==> config.mk <==
export PLATFORM = sky130hd
export DESIGN_NAME = csr_uart_rx
export DESIGN_NICKNAME = d
export VERILOG_FILES = /design/src/rtl/csr_uart_rx.sv
export SDC_FILE = /design/constraint.sdc
export NUM_CORES = 1
export LEC_CHECK = 0
export CAP_MARGIN = 20
export CORE_ASPECT_RATIO = 1.25
export CORE_UTILIZATION = 40
export CTS_BUF_LIST = sky130_fd_sc_hd__clkbuf_4 sky130_fd_sc_hd__clkbuf_8 sky130_fd_sc_hd__clkbuf_16
export DETAILED_ROUTE_END_ITERATION = 10
export SYNTH_ARGS = -nofsm -noshare
export SYNTH_HDL_FRONTEND = slang
export SYNTH_SLANG_ARGS = --single-unit
==> constraint.sdc <==
create_clock -name clk -period 7.3 [get_ports clk]
set_input_delay 0.73 -clock clk [delete_from_list [all_inputs] [get_ports clk]]
set_output_delay 0.73 -clock clk [all_outputs]
set_load 0.1 [all_outputs]
==> src/rtl/csr_uart_rx.sv <==
// CSR-mapped 8N1 UART receiver feeding a byte FIFO; a byte is visible one cycle after the stop-bit sample.
// CSR reads answer one cycle after addr/read; a full FIFO drops incoming bytes and flags overrun.
module csr_uart_rx #(
  parameter logic [11:0] BASE_ADDR       = 12'hBC3,
  parameter int          CLK_PER_BIT     = 868,
  parameter int          FIFO_DEPTH_LOG2 = 3
) (
  input  logic        clk,
  input  logic        rstn,
  input  logic        read,
  input  logic [2:0]  modify,
  input  logic [31:0] wdata,
  input  logic [11:0] addr,
  output logic [31:0] rdata,
  output logic        valid,
  input  logic        rx,
  output logic        irq,
  input  logic        AVOID_WARNING
);

  localparam int           AW      = FIFO_DEPTH_LOG2;
  localparam int           DEPTH   = 1 << AW;
  localparam logic [15:0]  HALF_M1 = 16'(CLK_PER_BIT / 2 - 1);
  localparam logic [15:0]  FULL_M1 = 16'(CLK_PER_BIT - 1);
  localparam logic [AW:0]  PTR_ONE = (AW + 1)'(1);

  typedef enum logic [1:0] {IDLE, START, DATA, STOP} rx_state_t;

  rx_state_t   state;
  logic        rx_s1, rx_s2, rx_prev;
  logic [15:0] cnt;
  logic [2:0]  bit_idx;
  logic [7:0]  shreg;

  logic [7:0]  mem [DEPTH];
  logic [AW:0] wptr, rptr, fill;
  logic        empty, full;
  logic        hit_data, hit_stat, stat_q;
  logic        overrun, irq_en;
  logic        stop_tick, push, pop, drop;
  logic        unused_bits;

  assign fill      = wptr - rptr;
  assign empty     = (wptr == rptr);
  assign full      = (wptr[AW] != rptr[AW]) && (wptr[AW-1:0] == rptr[AW-1:0]);
  assign hit_data  = (addr == BASE_ADDR);
  assign hit_stat  = (addr == BASE_ADDR + 12'd1);
  assign pop       = read && hit_data && !empty;
  assign stop_tick = (state == STOP) && (cnt == '0);
  // A pop on the same edge frees a slot, so a full FIFO can still accept the byte.
  assign push      = stop_tick && rx_s2 && (!full || pop);
  assign drop      = stop_tick && !(rx_s2 && (!full || pop));
  assign irq       = irq_en && !empty;
  assign unused_bits = ^{wdata[31:3], wdata[0], AVOID_WARNING};

  always_ff @(posedge clk or negedge rstn) begin
    if (!rstn) begin
      rx_s1   <= 1'b1;
      rx_s2   <= 1'b1;
      rx_prev <= 1'b1;
      state   <= IDLE;
      cnt     <= '0;
      bit_idx <= '0;
      shreg   <= '0;
    end else begin
      rx_s1   <= rx;
      rx_s2   <= rx_s1;
      rx_prev <= rx_s2;
      case (state)
        IDLE: if (rx_prev && !rx_s2) begin
          cnt   <= HALF_M1;
          state <= START;
        end
        START: if (cnt != '0) cnt <= cnt - 16'd1;
          else if (!rx_s2) begin
            cnt     <= FULL_M1;
            bit_idx <= '0;
            state   <= DATA;
          end else state <= IDLE;
        DATA: if (cnt != '0) cnt <= cnt - 16'd1;
          else begin
            shreg   <= {rx_s2, shreg[7:1]};
            cnt     <= FULL_M1;
            bit_idx <= bit_idx + 3'd1;
            if (bit_idx == 3'd7) state <= STOP;
          end
        STOP: if (cnt != '0) cnt <= cnt - 16'd1;
          else state <= IDLE;
        default: state <= IDLE;
      endcase
    end
  end

  always_ff @(posedge clk) begin
    if (push) mem[wptr[AW-1:0]] <= shreg;
  end

  always_ff @(posedge clk or negedge rstn) begin
    if (!rstn) begin
      wptr    <= '0;
      rptr    <= '0;
      rdata   <= '0;
      valid   <= 1'b0;
      stat_q  <= 1'b0;
      overrun <= 1'b0;
      irq_en  <= 1'b0;
    end else begin
      valid  <= hit_data || hit_stat;
      stat_q <= hit_stat;
      if (read && hit_data)
        rdata <= empty ? 32'hFFFF_FFFF : {24'b0, mem[rptr[AW-1:0]]};
      else if (read && hit_stat)
        rdata <= {16'b0, 8'(fill), 5'b0, irq_en, overrun, !empty};
      else
        rdata <= '0;
      if (pop)  rptr <= rptr + PTR_ONE;
      if (push) wptr <= wptr + PTR_ONE;
      if (stat_q) begin
        case (modify)
          3'd1: begin
            if (wdata[1]) overrun <= 1'b0;
            irq_en <= wdata[2];
          end
          3'd2: if (wdata[2]) irq_en <= 1'b1;
          3'd3: begin
            if (wdata[1]) overrun <= 1'b0;
            if (wdata[2]) irq_en <= 1'b0;
          end
          default: ;
        endcase
      end
      // A receive error on the same edge as a software clear must not be lost.
      if (drop) overrun <= 1'b1;
    end
  end

endmodule

==> summary.txt, run 1 <==
Logic synthesis
  – Post-synth top area cell: edfxtp_1
  – Distinct cell type count after synthesis: 63
  – Number of enable flip-flop cells after synthesis: 64
  – Dominant synthesized flop cell: edfxtp_1
  – Mapped Nets: 516
  – Top-area cell type share of the netlist area: 0.341
  – Syn Area/Cell: 12.5 um2
  – Synth Register Bits: 121
  – Fraction of registers with async set/reset: 0.471
  – Synth Cell Area: 5630 um2
  – Cells after Synth: 449
  – Seq/Total Area, Yosys: 0.596
  – YS warnings: 0
  – Synth area leaders: edfxtp_1 34%, dfrtp_1 24%, mux4_2 6.4%, nand2_1 4.0%, ha_1 3.1%

Final layout
  – Synth-to-Final Area Change: 20.7%
  – Fillers: 1187
  – Most frequent cells in the layout: 64 x edfxtp_1, 60 x nand2_1, 54 x dfrtp_1
  – Inserted Diodes: 0
  – Share of layout cells above drive strength 1: 0.143
  – Multi-input gate area: 1980 um2
  – Most common cell after layout, fill and taps aside: edfxtp_1
  – Seq. cell area: 3350 um2
  – Nets: 563

Floorplanning
  – I/O Pins: 86
  – Chip width: 108 um
  – Rows: 48
  – Die Ht: 135 um
  – Full die area: 14600 um2
  – Core area: 13800 um2
  – Initial Utilization: 0.409

Min path
  – Hold wc startpoint: rx_s1
  – Worst hold path type: flip-flop to flip-flop

Critical path
  – Worst r2r src: rptr[1]
  – Worst setup SP type: flip-flop
  – WP data arrival: 3.32 ns
  – Worst-path fanout max: 20
  – CP endpoint kind: primary output
  – Slowest library cell on the worst path: clkdlybuf4s50_1
  – Worst path required time: 6.57 ns
  – CP cell instances: inv_1 -> ha_1 -> and4_1 -> nor2_1 -> clkdlybuf4s50_1
  – Crit path largest cell delay: 1.13 ns
  – Setup CP Type: flip-flop to primary output
  – Crit. Startpoint: rptr[1]

Outcome
  – Status: complete, no violations

Route
  – WL met3: 341 um
  – DRT Pass-1 Iters: 4
  – Final wirelength: 11.0 mm
  – Wire length on met1: 4.60 mm
  – Metal2 WL: 5.81 mm
  – Iter 0 DRT Violations: 154
  – Via-to-Cell Ratio: 5.26
  – Routed wire length per instance: 16.1 um
  – Via count: 3600
  – Number of remaining DRC errors: 0
  – Routed Antenna Nets: 0
  – Top Metal Used: met4

Timing
  – Slew margin rel.: 0.338
  – Slew Viols, Final: 0
  – Final setup violation count: 0
  – Final worst-path cycle share: 0.554
  – Hold_ws: 0.355 ns
  – Total negative slack: 0 ns
  – Clock Skews: 0.0100 ns
  – F_max: 247 MHz
  – RSZ-0062 raised after global routing: false
  – Slew @ Worst Pin: 0.990 ns
  – Hold Vio Cnt, Final: 0
  – Final Critical Period: 4.05 ns

Place
  – HPWL Detailed: 7.66 mm
  – Placer Congestion: 0.844
  – IO Port Bufs: 54

GRT
  – Overflow after GRT: 0
  – All-Layer GR Usage: 0.167
  – Global-route wire length before repair: 18.0 mm
  – Initial antenna violation count: 0
  – Vias in the first global route: 3637
  – Largest net degree at the start of global routing: 58

Power and ir drop
  – Power per cell area: 293 nW/um2
  – Flop pwr share: 0.399
  – Clock power frac: 0.400
  – Switching Power: 0.567 mW
  – Combinational group share of total power: 0.201
  – VDD IR-drop max: 157 uV
  – Leakage power: 2.68 nW
  – Internal power: 1.43 mW
  – Switching Fraction: 0.284

Clocking
  – Worst-case clock buffer depth: 2
  – CTS Sinks: 121
  – CTS Buf Count: 17
  – Clock root cell: clkbuf_16
  – Clk pin slew, worst setup/hold paths: 0.05 ns
  – Setup Fix Bufs, Post-CTS: 0
  – Worst-Skew Late Latency: 0.41 ns
  – H-tree depth: 4
  – Post-CTS Hold Fix Bufs: 0
  – # resized after CTS: 0
  – CTS tree: done

Job
  – # Max-Cap Violations: 0
synthesized netlist by cell type (2+ instances only):
cell and instances:
a21oi_1 13, a31oi_1 8, nand4_1 10, xor2_1 6, and3_1 2, ha_1 14
xnor2_1 7, or2_2 3, nor3_2 2, a22o_1 3, nor4b_1 2, buf_4 20
nor3_1 9, dfstp_2 3, o22ai_1 2, inv_1 19, a32oi_1 2, or3_1 4
a21o_1 4, o22a_1 2, nand2b_1 2, nand3b_1 2, dfrtp_1 54, buf_6 2
edfxtp_1 64, o221ai_1 2, o21ai_0 15, buf_2 3, nor4_1 9, o31ai_1 2
mux4_2 16, nand3_1 10, clkbuf_1 10, and4b_1 3, a211o_1 2, a22oi_1 2
o21ai_1 2, nand2_1 60, o211ai_1 3, nor2_1 28
per-stage QoR:
stage | area (um2) | instances | util | worst slack [ns] | power (mW)
after detailed placement | 6220 | 652 | 0.453 | 3.67 | 1.21
after CTS | 6800 | 684 | 0.494 | 3.19 | 2.01
final | 6800 | 684 | 0.494 | 3.25 | 1.99
after global routing | 6800 | 684 | 0.494 | 3.07 | 2.09
after global placement | 6220 | 652 | 0.453 | 3.68 | 1.20
after floorplan | 5630 | 449 | - | 3.69 | 1.11
registers in the layout (all words and copies together), names as in the netlist, named ones only:
register and count:
cnt 16, stat_q 1, rx_prev 1, shreg 8
wptr 4, valid 1, rx_s1 1, rdata 13
rptr 4, irq_en 1, bit_idx 3, state 1
rx_s2 1, overrun 1, mem 64
layer usage:
layer	up-vias	global-route usage
met5	-	0
met4	0	0.0883
met3	18	0.0444
met2	73	0.291
met1	1771	0.184
li1	1738	-
final cells by class:
| cell class | count | share of cell area |
|---|---|---|
| tap | 175 | 0.0322 |
| timing repair buffer | 63 | 0.0887 |
| sequential | 121 | 0.493 |
| multi-input combinational | 273 | 0.291 |
| clock buffer | 22 | 0.0690 |
| clock inverter | 10 | 0.0149 |
| inverter | 20 | 0.0110 |
final timing paths:
path,slack (ns),cells past startpoint,to
min,0.35,0,rx_s2
max reg2reg,4.39,8,mem[6][5]
max,3.25,5,irq
max in group asynchronous,6.34,2,rdata[6]
min reg2reg,0.35,0,rx_s2
min in group asynchronous,0.46,2,cnt[5]
power groups by stage:
stage	logic [mW]	registers [mW]	clock network, mW
floorplan	0.312	0.794	0
global placement	0.394	0.804	0
detailed placement	0.400	0.807	0
CTS	0.402	0.794	0.814
global route	0.448	0.800	0.843
finish	0.400	0.796	0.798
cell families (layout without fill, tap and decap cells):
| kind of cell | Yosys count | count (layout) | synth area share |
|---|---|---|---|
| AOI/OAI and AO/OA | 71 | 71 | 0.0867 |
| xor gates and xnor gates | 13 | 13 | 0.0202 |
| adders and majority gates | 15 | 15 | 0.0347 |
| buffers and inverters | 55 | 115 | 0.0534 |
| DFF | 121 | 121 | 0.596 |
| muxes | 18 | 18 | 0.0678 |
| and+or+nand+nor | 156 | 156 | 0.142 |
worst max-delay path, delay by kind of cell (launching register included):
| family | cells | cell delay, ns |
|---|---|---|
| adder cells (fa/ha/maj) | 1 | 0.37 |
| buffers and inverters | 2 | 1.30 |
| AND/OR/NAND/NOR | 2 | 0.30 |
| flip-flops | 1 | 0.94 |
(Power assumes the default switching activity.)
==> inputs of run 2 (changes only) <==
- clock period: 7.3 -> 3.5 ns (I/O delays scaled with it)
==> run 2 against run 1 <==
  * Non-clock buffer count rose by 5
  * Setup slack got worse by 2.5 ns
  * Sequential power rose by 110%
  * Register-to-register slack got worse by 3.6 ns
  * Cell area rose by 2.0%
  * Clock power rose by 150%
  * Final cell count rose by 0.73%
  * Total power rose by 120%
  * Worst hold slack got worse by 0.013 ns
==> summary.txt, run 2 (synthesis results as in run 1) <==
GRT
  – Overflow after GRT: 0 (unchanged)
  – Largest net degree at the start of global routing: 34 (was 58)
  – Met2 GRT Util: 0.282 (was 0.291)
  – Global-route wire length before repair: 17.8 mm (was 18.0 mm)
  – All-Layer GR Usage: 0.163 (was 0.167)
  – GR Util met3: 0.0362 (was 0.0444)
  – GRT Max-Usage Layer: met2 (unchanged)
  – Grt met1 use: 0.188 (was 0.184)
  – Initial antenna violation count: 0 (unchanged)
  – Vias in the first global route: 3563 (was 3637)

Timing
  – Final setup violation count: 0 (unchanged)
  – Final Critical Period: 2.72 ns
  – Total negative slack: 0 ns (unchanged)
  – F_max: 368 MHz
  – Slew Viols, Final: 0 (unchanged)
  – Final worst-path cycle share: 0.776
  – Slew @ Worst Pin: 0.990 ns (about the same)
  – Slew margin rel.: 0.338 (about the same)
  – Hold Vio Cnt, Final: 0 (unchanged)
  – RSZ-0062 raised after global routing: false (unchanged)
  – Clock Skews: 0.00692 ns (was 0.0100 ns)

Place
  – HPWL Detailed: 7.64 mm (was 7.66 mm)
  – Placer Congestion: 0.855 (was 0.844)
  – Dpl cells: 656 (was 652)
  – Area after DPL: 6250 um2 (was 6220 um2)
  – IO Port Bufs: 54 (unchanged)

Min path
  – Worst hold path type: input port to flip-flop (was flip-flop to flip-flop)

Final layout
  – Seq. cell area: 3350 um2 (unchanged)
  – Nets: 568 (was 563)
  – Multi-input gate area: 1980 um2 (unchanged)
  – Fillers: 1178 (was 1187)
  – Synth-to-Final Area Change: 23.2% (was 20.7%)
  – Most frequent cells in the layout: 64 x edfxtp_1, 60 x nand2_1, 54 x dfrtp_1 (unchanged)
  – Final instance area: 6930 um2 (was 6800 um2)
  – Post-route insts no fill: 689 (was 684)
  – Max reg flops: 64 (unchanged)
  – Inserted Diodes: 0 (unchanged)
  – Most common cell after layout, fill and taps aside: edfxtp_1 (unchanged)
  – Share of layout cells above drive strength 1: 0.160 (was 0.143)

Power and ir drop
  – Power per cell area: 645 nW/um2 (was 293 nW/um2)
  – Clock power frac: 0.441 (was 0.400)
  – Flop pwr share: 0.371 (was 0.399)
  – Switching Power: 1.22 mW (was 0.567 mW)
  – Internal power: 3.25 mW (was 1.43 mW)
  – Leakage power: 2.77 nW (was 2.68 nW)
  – VDD IR-drop max: 363 uV (was 157 uV)
  – Combinational group share of total power: 0.188 (was 0.201)
  – Total chip power: 4.47 mW (was 1.99 mW)
  – Switching Fraction: 0.273 (was 0.284)

Route
  – Routed wire length per instance: 15.6 um (was 16.1 um)
  – Via-to-Cell Ratio: 5.23 (was 5.26)
  – Final wirelength: 10.8 mm (was 11.0 mm)
  – Via count: 3604 (was 3600)
  – Routed Antenna Nets: 0 (unchanged)
  – Iter 0 DRT Violations: 219 (was 154)
  – DRT Pass-1 Iters: 6 (was 4)
  – Number of remaining DRC errors: 0 (unchanged)

Critical path
  – CP endpoint kind: flip-flop (was primary output)
  – Worst path required time: 3.62 ns (was 6.57 ns)
  – Worst-path fanout max: 9 (was 20)
  – Worst setup SP type: flip-flop (unchanged)
  – WP data arrival: 2.83 ns (was 3.32 ns)
  – Setup CP Type: flip-flop to flip-flop (was flip-flop to primary output)

Clocking
  – Worst-Skew Late Latency: 0.42 ns (was 0.41 ns)
  – Setup Fix Bufs, Post-CTS: 0 (unchanged)
  – Worst-case clock buffer depth: 2 (unchanged)
  – CTS Sinks: 121 (unchanged)
  – H-tree depth: 4 (unchanged)
  – CTS tree: done (unchanged)
  – Clk pin slew, worst setup/hold paths: 0.06 ns (was 0.05 ns)
  – Clock root cell: clkbuf_16 (unchanged)
  – CTS Buf Count: 17 (unchanged)

Floorplanning
  – Core area: 13800 um2 (unchanged)
  – Rows: 48 (unchanged)
  – Chip width: 108 um (unchanged)
  – Initial Utilization: 0.409 (unchanged)
  – I/O Pins: 86 (unchanged)
  – Full die area: 14600 um2 (unchanged)
  – Die Ht: 135 um (unchanged)

Job
  – # Max-Cap Violations: 0 (unchanged)

Outcome
  – Status: complete, no violations (unchanged)
run 2: area by class of cell:
type / count / area share
Sequential cell: 121 / 0.483
Multi-Input combinational cell: 273 / 0.285
Timing Repair Buffer: 68 / 0.0924
Clock buffer: 20 / 0.0646
Clock inverter: 12 / 0.0321
Tap cell: 175 / 0.0316
Inverter: 20 / 0.0108
run 2: power groups by stage:
stage	Combinational (mW)	Clock (mW)	Sequential, mW
6_report	0.839	1.97	1.66
5_1_grt	0.931	2.07	1.67
4_1_cts	0.838	2.00	1.66
3_5_place_dp	0.832	0	1.68
3_3_place_gp	0.823	0	1.68
2_1_floorplan	0.651	0	1.66
run 2: per-layer routing:
| metal | wire length, um | share of wire |
|---|---|---|
| met1 | 4540 | 0.42 |
| met2 | 5690 | 0.53 |
| met3 | 347 | 0.032 |
| met4 | 208 | 0.019 |
| met5 | 0 | 0 |
run 2: metrics by stage:
stage,hold slack [ns],worst slack (ns),util
after detailed placement,0.347,0.785,0.455
after global placement,0.346,0.815,0.455
after CTS,0.328,0.756,0.504
after floorplan,0.0544,0.272,-
final,0.342,0.783,0.504
after global routing,0.352,0.492,0.504
run 2: what timing repair did:
| action | in CTS | in global routing |
|---|---|---|
| hold buffers | 1 | 0 |
| hold endpoints to repair | 21 | 0 |
| gates resized for setup | 0 | 0 |
run 2: worst max-delay path, cell delays in order (launching register included):
cell     delay, ns
dfrtp_1       0.40
inv_1         0.13
ha_1          0.17
nor4b_2       0.38
nand4_1       0.21
nor3_2        0.31
nand3_2       0.26
nor4b_1       0.31
buf_4         0.24
run 2: worst paths after layout:
kind                         from   endpoint  slack, ns  cells after the start
min reg2reg                 rx_s1      rx_s2       0.35                      0
min in group asynchronous    rstn     cnt[5]       0.47                      2
max                        cnt[0]  mem[6][5]       0.78                      8
max in group asynchronous    rstn   rdata[6]       2.20                      3
min                            rx      rx_s1       0.34                      1
max reg2reg                cnt[0]  mem[6][5]       0.78                      8
